## src/rtl/line_prefetch_pkg.sv

```systemverilog
// Shared types for the scanline prefetcher: FSM states, word size, line-buffer address.
package line_prefetch_pkg;

    typedef enum logic [2:0] {IDLE, ISSUE, WAIT, DONE, DRAIN} lp_state_t;

    localparam int WORD_BYTES = 4;
    localparam int ADDR_W     = 28;
    localparam int LINE_CNT_W = 16;
    localparam int MAX_WORD_W = 10;

    // {bank, word}; word field sized for the longest supported line (1024 words)
    typedef struct packed {
        logic                  bank;
        logic [MAX_WORD_W-1:0] word;
    } buf_addr_t;

endpackage

```

## src/rtl/lp_addr_gen.sv

```systemverilog
// Line/word counters and DDR byte address, built by adding STRIDE per line and 4 per word.
// Latency: address valid the cycle after clr/word_inc/line_inc.
// Backpressure: none; the FSM only steps it when a word or line is finished.
module lp_addr_gen
    import line_prefetch_pkg::*;
#(
    parameter int          LINE_WORDS = 256,
    parameter int          STRIDE     = 1024,
    parameter logic [27:0] BASE_ADDR  = 28'h0,
    localparam int         WW         = $clog2(LINE_WORDS)
) (
    input  logic                  clk,
    input  logic                  reset_n,
    input  logic                  clr,
    input  logic                  word_inc,
    input  logic                  line_inc,
    output logic [LINE_CNT_W-1:0] line,
    output logic [WW-1:0]         word,
    output logic                  last_word,
    output logic [ADDR_W-1:0]     addr
);

    logic [ADDR_W-1:0] line_base;

    always_ff @(posedge clk or negedge reset_n) begin
        if (!reset_n) begin
            line      <= '0;
            word      <= '0;
            line_base <= BASE_ADDR;
            addr      <= BASE_ADDR;
        end else if (clr) begin
            line      <= '0;
            word      <= '0;
            line_base <= BASE_ADDR;
            addr      <= BASE_ADDR;
        end else if (line_inc) begin
            line      <= line + LINE_CNT_W'(1);
            word      <= '0;
            line_base <= line_base + ADDR_W'(STRIDE);
            addr      <= line_base + ADDR_W'(STRIDE);
        end else if (word_inc) begin
            word <= word + WW'(1);
            addr <= addr + ADDR_W'(WORD_BYTES);
        end
    end

    assign last_word = (word == WW'(LINE_WORDS - 1));

endmodule

```

## src/rtl/ddr_line_prefetch.sv

```systemverilog
// Prefetches the next scanline from DDR into the idle bank of a two-bank line buffer.
// Latency: 2 cycles + DDR latency per word; buf_wr one cycle after ddr_ready.
// Backpressure: one outstanding request; line_done while busy is held as a single pending fetch.
// LINE_PREFETCH_STATS_EN adds underrun_cnt and last_lat outputs.
module ddr_line_prefetch
    import line_prefetch_pkg::*;
#(
    parameter int          LINE_WORDS = 256,
    parameter int          LINES      = 224,
    parameter int          STRIDE     = 1024,
    parameter logic [27:0] BASE_ADDR  = 28'h0,
    localparam int         WW         = $clog2(LINE_WORDS)
) (
    input  logic        clk,
    input  logic        reset_n,
    input  logic        frame_start,
    input  logic        line_done,
    output logic [27:0] ddr_addr,
    output logic        ddr_req,
    input  logic        ddr_ready,
    input  logic [31:0] ddr_dout,
    output logic        buf_wr,
    output logic [WW:0] buf_waddr,
    output logic [31:0] buf_wdata,
    output logic        bank_rd,
    output logic        busy,
    output logic        underrun
`ifdef LINE_PREFETCH_STATS_EN
    ,
    output logic [15:0] underrun_cnt,
    output logic [15:0] last_lat
`endif
);

    lp_state_t             state;
    logic                  pending;
    logic                  pend_bank;
    logic                  fetch_bank;
    logic [LINE_CNT_W-1:0] line;
    logic [LINE_CNT_W-1:0] eff_line;
    logic [WW-1:0]         word;
    logic                  last_word;
    logic [ADDR_W-1:0]     gen_addr;
    logic                  ld, launch, pend_set, und_evt, word_inc, line_inc, bank_base;
    buf_addr_t             wa;

    lp_addr_gen #(
        .LINE_WORDS (LINE_WORDS),
        .STRIDE     (STRIDE),
        .BASE_ADDR  (BASE_ADDR)
    ) u_addr_gen (
        .clk       (clk),
        .reset_n   (reset_n),
        .clr       (frame_start),
        .word_inc  (word_inc),
        .line_inc  (line_inc),
        .line      (line),
        .word      (word),
        .last_word (last_word),
        .addr      (gen_addr)
    );

    assign ld       = line_done && !frame_start;
    assign launch   = pending && (state == IDLE || state == DONE);
    // Line a new line_done would fetch, counting the active and the queued fetch ahead of it
    assign eff_line = line + LINE_CNT_W'(state != IDLE) + LINE_CNT_W'(pending);
    assign pend_set = ld && (eff_line < LINE_CNT_W'(LINES)) && !(pending && !launch);
    assign und_evt  = ld && busy;
    assign word_inc = (state == WAIT) && ddr_ready && !last_word && !frame_start;
    assign line_inc = (state == DONE) && !frame_start;
    // Completing line 0 hands it to the pixel side
    assign bank_base = (state == DONE && line == '0) ? 1'b0 : bank_rd;

    always_comb begin
        wa      = '0;
        wa.bank = fetch_bank;
        wa.word = MAX_WORD_W'(word);
    end

    always_ff @(posedge clk or negedge reset_n) begin
        if (!reset_n) begin
            state      <= IDLE;
            pending    <= 1'b0;
            pend_bank  <= 1'b0;
            fetch_bank <= 1'b0;
            ddr_addr   <= '0;
            ddr_req    <= 1'b0;
            buf_wr     <= 1'b0;
            buf_waddr  <= '0;
            buf_wdata  <= '0;
            bank_rd    <= 1'b0;
            busy       <= 1'b0;
            underrun   <= 1'b0;
        end else begin
            ddr_req <= 1'b0;
            buf_wr  <= 1'b0;
            if (frame_start) begin
                pending   <= 1'b1;
                pend_bank <= 1'b0;
                bank_rd   <= 1'b1;
                underrun  <= 1'b0;
                if ((state == WAIT || state == DRAIN) && !ddr_ready) begin
                    state <= DRAIN;
                    busy  <= 1'b1;
                end else begin
                    state <= IDLE;
                    busy  <= 1'b0;
                end
            end else begin
                bank_rd <= ld ? ~bank_base : bank_base;
                if (und_evt) underrun <= 1'b1;
                if (pend_set) begin
                    pending   <= 1'b1;
                    pend_bank <= ~bank_base;
                end else if (launch) begin
                    pending <= 1'b0;
                end
                case (state)
                    IDLE, DONE: begin
                        if (pending) begin
                            state      <= ISSUE;
                            busy       <= 1'b1;
                            fetch_bank <= pend_bank;
                        end else begin
                            state <= IDLE;
                        end
                    end
                    ISSUE: begin
                        ddr_req  <= 1'b1;
                        ddr_addr <= gen_addr;
                        state    <= WAIT;
                    end
                    WAIT: begin
                        if (ddr_ready) begin
                            buf_wr    <= 1'b1;
                            buf_waddr <= {wa.bank, wa.word[WW-1:0]};
                            buf_wdata <= ddr_dout;
                            if (last_word) begin
                                state <= DONE;
                                busy  <= 1'b0;
                            end else begin
                                state <= ISSUE;
                            end
                        end
                    end
                    DRAIN: begin
                        if (ddr_ready) begin
                            state <= IDLE;
                            busy  <= 1'b0;
                        end
                    end
                    default: state <= IDLE;
                endcase
            end
        end
    end

`ifdef LINE_PREFETCH_STATS_EN
    logic [15:0] lat_cnt;

    always_ff @(posedge clk or negedge reset_n) begin
        if (!reset_n) begin
            underrun_cnt <= '0;
            last_lat     <= '0;
            lat_cnt      <= '0;
        end else begin
            if (und_evt && underrun_cnt != 16'hFFFF) underrun_cnt <= underrun_cnt + 16'd1;
            // Zero in the cycle the line's first ddr_req is visible
            if (state == ISSUE && word == '0) lat_cnt <= '0;
            else if (lat_cnt != 16'hFFFF)     lat_cnt <= lat_cnt + 16'd1;
            if (state == DONE && !frame_start) last_lat <= lat_cnt;
        end
    end
`endif

endmodule
```

## config.mk

```make
export PLATFORM = sky130hd
export DESIGN_NAME = ddr_line_prefetch
export DESIGN_NICKNAME = d
export VERILOG_FILES = /design/src/rtl/line_prefetch_pkg.sv /design/src/rtl/lp_addr_gen.sv /design/src/rtl/ddr_line_prefetch.sv
export SDC_FILE = /design/constraint.sdc
export NUM_CORES = 1
export LEC_CHECK = 0
export BUFFER_PORTS_ARGS = -buffer_cell sky130_fd_sc_hd__buf_2
export CAP_MARGIN = 10
export CORE_MARGIN = 2
export CORE_UTILIZATION = 51
export CTS_CLUSTER_DIAMETER = 150
export CTS_CLUSTER_SIZE = 10
export DETAILED_ROUTE_END_ITERATION = 16
export PLACE_DENSITY = 0.72
export RECOVER_POWER = 25
export SYNTH_ARGS = -nofsm -noshare
export SYNTH_HDL_FRONTEND = slang
export SYNTH_HIERARCHICAL = 1
export SYNTH_SLANG_ARGS = --single-unit
```

## constraint.sdc

```tcl
create_clock -name clk -period 2.7 [get_ports clk]
set_input_delay 0.405 -clock clk [delete_from_list [all_inputs] [get_ports clk]]
set_output_delay 0.405 -clock clk [all_outputs]
set_load 0.05 [all_outputs]
```

==> summary.md, run 1 <==
| Metric | Value |
|---|---|
| Status | `finished, violations left` |
| Failing checks | `capacitance limit` |
| Setup WS post-layout | `0.203 ns` |
| CP max FO | `5` |
| Sequential Area | `3730 um^2` |
| CP peak stage delay | `0.69 ns` |
| Hold Startpoint | `ddr_dout[12]` |
| Setup bufs post-CTS | `0` |
| Critical Path RT | `3.01 ns` |
| Synth Instances | `711` |
| Synth area leaders | `dfrtp_1, nand2_1, xor2_1` |
| Reg clk slew, reported paths | `0.06 ns` |
| Initial Utilization | `51.7%` |
| Synth Flop Type | `dfrtp_1` |
| Final Max Slew Viols | `0` |
| Largest net degree at the start of global routing | `62` |
| Most frequent cells in the layout | `nand2_1, dfrtp_1, buf_2` |
| Worst vdd ir | `0.418 mV` |
| Worst slew margin | `0.377%` |
| Place WS | `0.175 ns` |
| Vias in the first global route | `5421` |
| Via count | `5493` |
| Post-DRT Antenna Nets | `0` |
| Gr usage total | `21.3%` |
| Routed WL | `15100 um` |
| Crit-path cells | `ha_1, nand2_1, nor3_1, nor2_2, nand3_2, or4_2, nor2_1, xnor2_1, a211oi_1` |
| Initial antenna violation count | `0` |
| Netlist cell types | `61` |
| Via density | `5.44` |
| Register area share after synthesis | `52.6%` |
| Non-filler cells, final | `1009` |
| Die Wd | `122 um` |
| Hold path depth | `3` |
| WL/cell | `14.9 um` |
| Final hold violation count | `0` |
| Grt total ovfl | `0` |
| Worst-case clock skew | `0.00642 ns` |
| Crit path kind | `reg2reg` |
| Layout cells sized above 1 | `24.7%` |
| Global-route wire length before repair | `25300 um` |
| DR iter-0 viols | `376` |
| Synth Register Bits | `149` |
| Hold Crit Class | `in2reg` |
| Syn Area/Cell | `9.97 um^2` |
| Post-DP Area | `7790 um^2` |
| Die height | `122 um` |
| DR DRC count | `0` |
| Min cycle time layout | `2.50 ns` |
| Post-synth EDFFs | `0` |
| Multi-input gate area | `3120 um^2` |
| Worst reg2reg path startpoint | `u_addr_gen/word[0]` |
| Port Buffer Count | `110` |
| Max Clock Freq | `400 MHz` |
| Mapped Nets | `753` |
| Hold Path End | `buf_wdata[12]` |
| Final setup vio count | `0` |
| Arr. time, crit path | `2.81 ns` |
| Synth warn | `6` |
| Top Ports | `111` |
| CTS buffer count | `17` |
| TritonRoute pass-1 iters | `4` |
| Antenna diodes | `0` |
| Cell Area, Synth | `7090 um^2` |
| H-Tree Depth | `4` |
| CP Capture Type | `register` |
| Overall Power | `0.00694 W` |
| Critical path launch point | `u_addr_gen/word[0]` |
| Pwr Density | `826 nW/um^2` |
| Max-Cap Viols | `1` |
| Fin crit share | `92.5%` |
| Setup_tns | `0 ns` |
| Worst-margin pin slew | `1.49 ns` |
| Worst reg-to-reg path cell count | `9` |
| Post-synth ARST share | `100%` |
| Placed Cells | `976` |
| CP bufs+invs | `0` |
| CTS tree | `done` |
| Fin area | `8400 um^2` |
| R2R Setup Slk | `0.20 ns` |
| Yosys top cell area share | `52.6%` |
| Startpoint types | `register` |
| Die area | `14900 um^2` |
| CORE AREA | `13700 um^2` |
| # rows | `43` |
| Reg-to-reg critical path endpoint | `u_addr_gen/addr[17]` |
| Commonest non-fill, non-tap cell in the layout | `nand2_1` |
| Max clock buf depth | `2` |
| Unrepaired setup endpoints after global routing | `no` |
| P_leak | `4.14 nW` |
| Fill cell count | `1144` |
| Layout net count | `858` |
| Crit-path slowest cell | `or4_2` |
| Worst path top cell family by delay | `simple AND/OR/NAND/NOR gates` |
| Synth area leader | `dfrtp_1` |
| Clk root buf | `clkbuf_16` |
| Placer Congestion | `0.838` |
| HPWL after DPL | `10300 um` |
| Area delta synth->final | `18.5%` |
| Clk sinks | `149` |
| Skew-Pair Late Insertion Delay | `0.41 ns` |
[worst min-delay path, cell delays in order]
cell and delay (ns):
buf_2 0.07, nand2_1 0.04, nand2_1 0.04
[flip-flops by register name, summed over array words and instances (netlist names)]
name                  flops
buf_wr                    1
u_addr_gen/addr          27
pend_bank                 1
busy                      1
pending                   1
u_addr_gen/line          16
u_addr_gen/line_base     18
state                     3
ddr_req                   1
buf_wdata                32
underrun                  1
buf_waddr                 9
fetch_bank                1
u_addr_gen/word           8
bank_rd                   1
ddr_addr                 28
[power by group]
group,leakage (nW),internal (W),switching (W)
combinational,1.81,0.000413,0.00140
sequential,2.03,0.00252,0.000162
clock,0.301,0.00154,0.000898
total,4.14,0.00448,0.00246
[synthesized netlist by cell type, drive strengths merged (3+ instances only)]
master and n:
nand2 155, dfrtp 149, nor2 65, xor2 43, nand4 31, mux2 30, xnor2 28, nand3 25
clkbuf 23, nor3 19, buf 18, a21oi 13, and3 12, nor4 12, o21ai 10, or3 10
a211oi 8, and4 8, inv 7, and2 5, ha 5, mux2i 5, a31oi 3, nor2b 3
o22ai 3
[how the worst max path moves through the flow]
stage	to	depth (start not counted)
6_report	u_addr_gen/addr[17]	9
5_1_grt	u_addr_gen/addr[17]	9
4_1_cts	u_addr_gen/addr[17]	9
3_5_place_dp	u_addr_gen/addr[17]	9
3_3_place_gp	u_addr_gen/addr[19]	9
2_1_floorplan	u_addr_gen/addr[19]	11
[layer usage]
layer | part of all wire (%) | vias up | track usage, %
met4 | 1.9 | 0 | 7.97
met2 | 49 | 172 | 35.6
met1 | 44 | 2659 | 27.2
met3 | 5.5 | 27 | 4.54
li1 | - | 2635 | -
met5 | 0 | - | 0
[per-stage QoR]
step	hold slack [ns]	util, %
finish	0.178	61.2
global route	0.181	61.2
CTS	0.172	61.3
detailed placement	0.420	56.8
global placement	0.403	56.8
floorplan	0.109	-
[kinds of logic (layout without fill, tap and decap cells)]
logic type | Yosys count | count (layout) | synth area share (%)
AND/OR/NAND/NOR | 351 | 351 | 23.7
adder cells (fa/ha/maj) | 5 | 5 | 0.882
multiplexers | 35 | 35 | 5.47
XOR/XNOR | 71 | 71 | 8.77
AO/OA/AOI/OAI | 51 | 51 | 4.98
flip-flops | 149 | 149 | 52.6
buffers and inverters | 49 | 167 | 3.60
[what timing repair did]
item | CTS | global route
endpoints found under the hold margin | 59 | 0
hold buffers | 1 | 0
endpoints found under the setup margin | 0 | 1
gates resized for setup | 0 | 1
[cell type report]
type,instances,area share [%]
clock buffers,19,5.15
clock inverters,13,2.17
inverters,8,0.417
multi-input cells,513,37.1
flip-flops and latches,149,44.4
well taps,180,2.68
repair buffers,127,8.10
No activity file was read; power rests on OpenSTA's default activity.
==> run 2: changes to the inputs <==
--- a/config.mk
+++ b/config.mk
@@ -12,7 +12,7 @@
 export CTS_CLUSTER_DIAMETER = 150
 export CTS_CLUSTER_SIZE = 10
 export DETAILED_ROUTE_END_ITERATION = 16
-export PLACE_DENSITY = 0.72
+export PLACE_DENSITY = 0.76
 export RECOVER_POWER = 25
 export SYNTH_ARGS = -nofsm -noshare
 export SYNTH_HDL_FRONTEND = slang
==> run 2 against run 1 <==
  * The flow now finishes without violations
  * Routed wire length is 2.9% higher
  * Non-clock buffer count grew 2
  * Maximum frequency rose by 2.9%
  * Via count is 0.78% lower
  * Global-route usage increased by 1.1 points
  * Combinational power barely moved
  * Final area is 0.10% lower
  * First-iteration DRC count fell by 13%
  * Worst setup slack gained 0.070 ns
  * Sequential cell count unchanged
  * Clock skew up 0.0015 ns
==> summary.md, run 2 (synthesis gave the netlist of run 1 again) <==
| Metric | Value |
|---|---|
| Final hold violation count | `0` |
| Top Ports | `111` |
| Startpoint types | `register` |
| Worst reg-to-reg path cell count | `9` |
| Unrepaired setup endpoints after global routing | `no` |
| Clk sinks | `149` |
| Overall Power | `0.00683 W` |
| Critical path destination | `u_addr_gen/addr[17]` |
| Final Max Slew Viols | `0` |
| Max-Cap Viols | `0` |
| Worst-margin pin slew | `1.17 ns` |
| Largest register by flop count | `buf_wdata` |
| Via density | `5.39` |
| Port Buffer Count | `110` |
| Setup WS post-layout | `0.272 ns` |
| Max Clock Freq | `412 MHz` |
| Worst vdd ir | `0.475 mV` |
| Fill cell count | `1125` |
| Antenna diodes | `0` |
| CP max FO | `6` |
| Worst slew margin | `22.0%` |
| CP Capture Type | `register` |
| Post-DRT Antenna Nets | `0` |
| Most frequent cells in the layout | `nand2_1, dfrtp_1, buf_2` |
| Layout net count | `860` |
| Commonest non-fill, non-tap cell in the layout | `nand2_1` |
| Clk root buf | `clkbuf_16` |
| Place WS | `0.143 ns` |
| Die Wd | `122 um` |
| Arr. time, crit path | `2.73 ns` |
| Hold Crit Class | `in2reg` |
| Critical path launch point | `u_addr_gen/word[1]` |
| DR DRC count | `0` |
| Grt total ovfl | `0` |
| TritonRoute pass-1 iters | `4` |
| WL/cell | `15.4 um` |
| Worst reg2reg path startpoint | `u_addr_gen/word[1]` |
| # rows | `43` |
| Initial antenna violation count | `0` |
| Fin crit share | `89.9%` |
| Largest net degree at the start of global routing | `57` |
| CTS tree | `done` |
| Worst-case clock skew | `0.00795 ns` |
| Regs by FF count | `buf_wdata: 32 flops, ddr_addr: 28 flops, u_addr_gen/addr: 27 flops` |
| Via count | `5450` |
| Vias in the first global route | `5356` |
| Routed WL | `15500 um` |
| Final Core Density | `61.2%` |
| Max clock buf depth | `2` |
| Layout cells sized above 1 | `25.0%` |
| Die height | `122 um` |
| Placer Congestion | `0.857` |
| Reg clk slew, reported paths | `0.06 ns` |
| Critical Path RT | `3.00 ns` |
| Placed Cells | `978` |
| Status | `finished, final reports clean` |
| Non-filler cells, final | `1011` |
| CORE AREA | `13700 um^2` |
| HPWL after DPL | `10100 um` |
| Reg-to-reg critical path endpoint | `u_addr_gen/addr[17]` |
| Final setup vio count | `0` |
| Gr usage total | `22.3%` |
| Global-route wire length before repair | `26200 um` |
| P_leak | `4.13 nW` |
| Crit path kind | `reg2reg` |
| Area delta synth->final | `18.4%` |
| CTS buffer count | `17` |
| Min cycle time layout | `2.43 ns` |
| Pwr Density | `814 nW/um^2` |
| H-Tree Depth | `4` |
| Max FFs per register | `32` |
| DR iter-0 viols | `328` |
| Skew-Pair Late Insertion Delay | `0.41 ns` |
| R2R Setup Slk | `0.27 ns` |
| Setup_tns | `0 ns` |
| Die area | `14900 um^2` |
| Initial Utilization | `51.7%` |
[run 2: changes by cell type in the layout (fill, tap and decap cells not counted)]
| cell | delta |
|---|---|
| bufinv_16 | -1 |
| clkinvlp_4 | +3 |
| buf_6 | -1 |
| clkbuf_4 | +1 |
| clkbuf_2 | +1 |
| clkinv_4 | -3 |
| buf_4 | +1 |
| inv_6 | +1 |
| nor3_1 | -1 |
| or4_4 | +1 |
| nor3_2 | +1 |
| or4_2 | -1 |
[run 2: worst min path at each step]
stage | depth (start not counted) | end | startpoint | slack (ns)
2_1_floorplan | 0 | bank_rd | reset_n | 0.11
6_report | 3 | buf_wdata[18] | ddr_dout[18] | 0.18
5_1_grt | 3 | buf_wdata[20] | ddr_dout[20] | 0.17
4_1_cts | 3 | buf_wdata[18] | ddr_dout[18] | 0.16
3_3_place_gp | 1 | buf_wdata[10] | reset_n | 0.34
3_5_place_dp | 1 | buf_wdata[10] | reset_n | 0.34
[run 2: what timing repair did]
action                                 4_1_cts  5_1_grt
hold buffers                                 1        0
setup buffers                                0        0
setup endpoints to repair                    0        3
resized for setup                            0        3
endpoints found under the hold margin       39        0
[run 2: metal layers]
metal	global-route usage (%)	wire, um	vias up
met5	0	0	-
met4	8.48	246	0
met3	4.63	820	25
met2	35.6	7580	164
met1	30.1	6880	2617
li1	-	-	2644
[run 2: cell type report]
class / count / area (um^2) / area share, %
multi-input cells: 513 / 3120 / 37.2
well taps: 180 / 225 / 2.68
clock inverters: 13 / 158 / 1.88
clock buffers: 19 / 433 / 5.16
flip-flops and latches: 149 / 3730 / 44.4
inverters: 8 / 35.0 / 0.417
repair buffers: 129 / 689 / 8.22
[run 2: worst max-delay path, stage by stage (launching register included)]
cell      delay, ns
dfrtp_1        0.44
ha_1           0.27
nand2_1        0.08
nor3_1         0.07
nor2_1         0.22
nand3_2        0.19
or4_4          0.57
nor2_2         0.17
xnor2_1        0.09
a211oi_1       0.23
[run 2: per-stage QoR]
stage | hold slack (ns) | instance area [um^2]
4_1_cts | 0.163 | 8410
3_5_place_dp | 0.342 | 7810
6_report | 0.180 | 8390
3_3_place_gp | 0.342 | 7810
5_1_grt | 0.171 | 8390
2_1_floorplan | 0.109 | 7100
[run 2: where the power goes]
part	leakage (nW)	internal (W)	switching [W]	total (W)
logic	1.82	0.000417	0.00140	0.00181
clock network	0.279	0.00145	0.000892	0.00234
registers	2.03	0.00252	0.000153	0.00268
total	4.13	0.00439	0.00244	0.00683
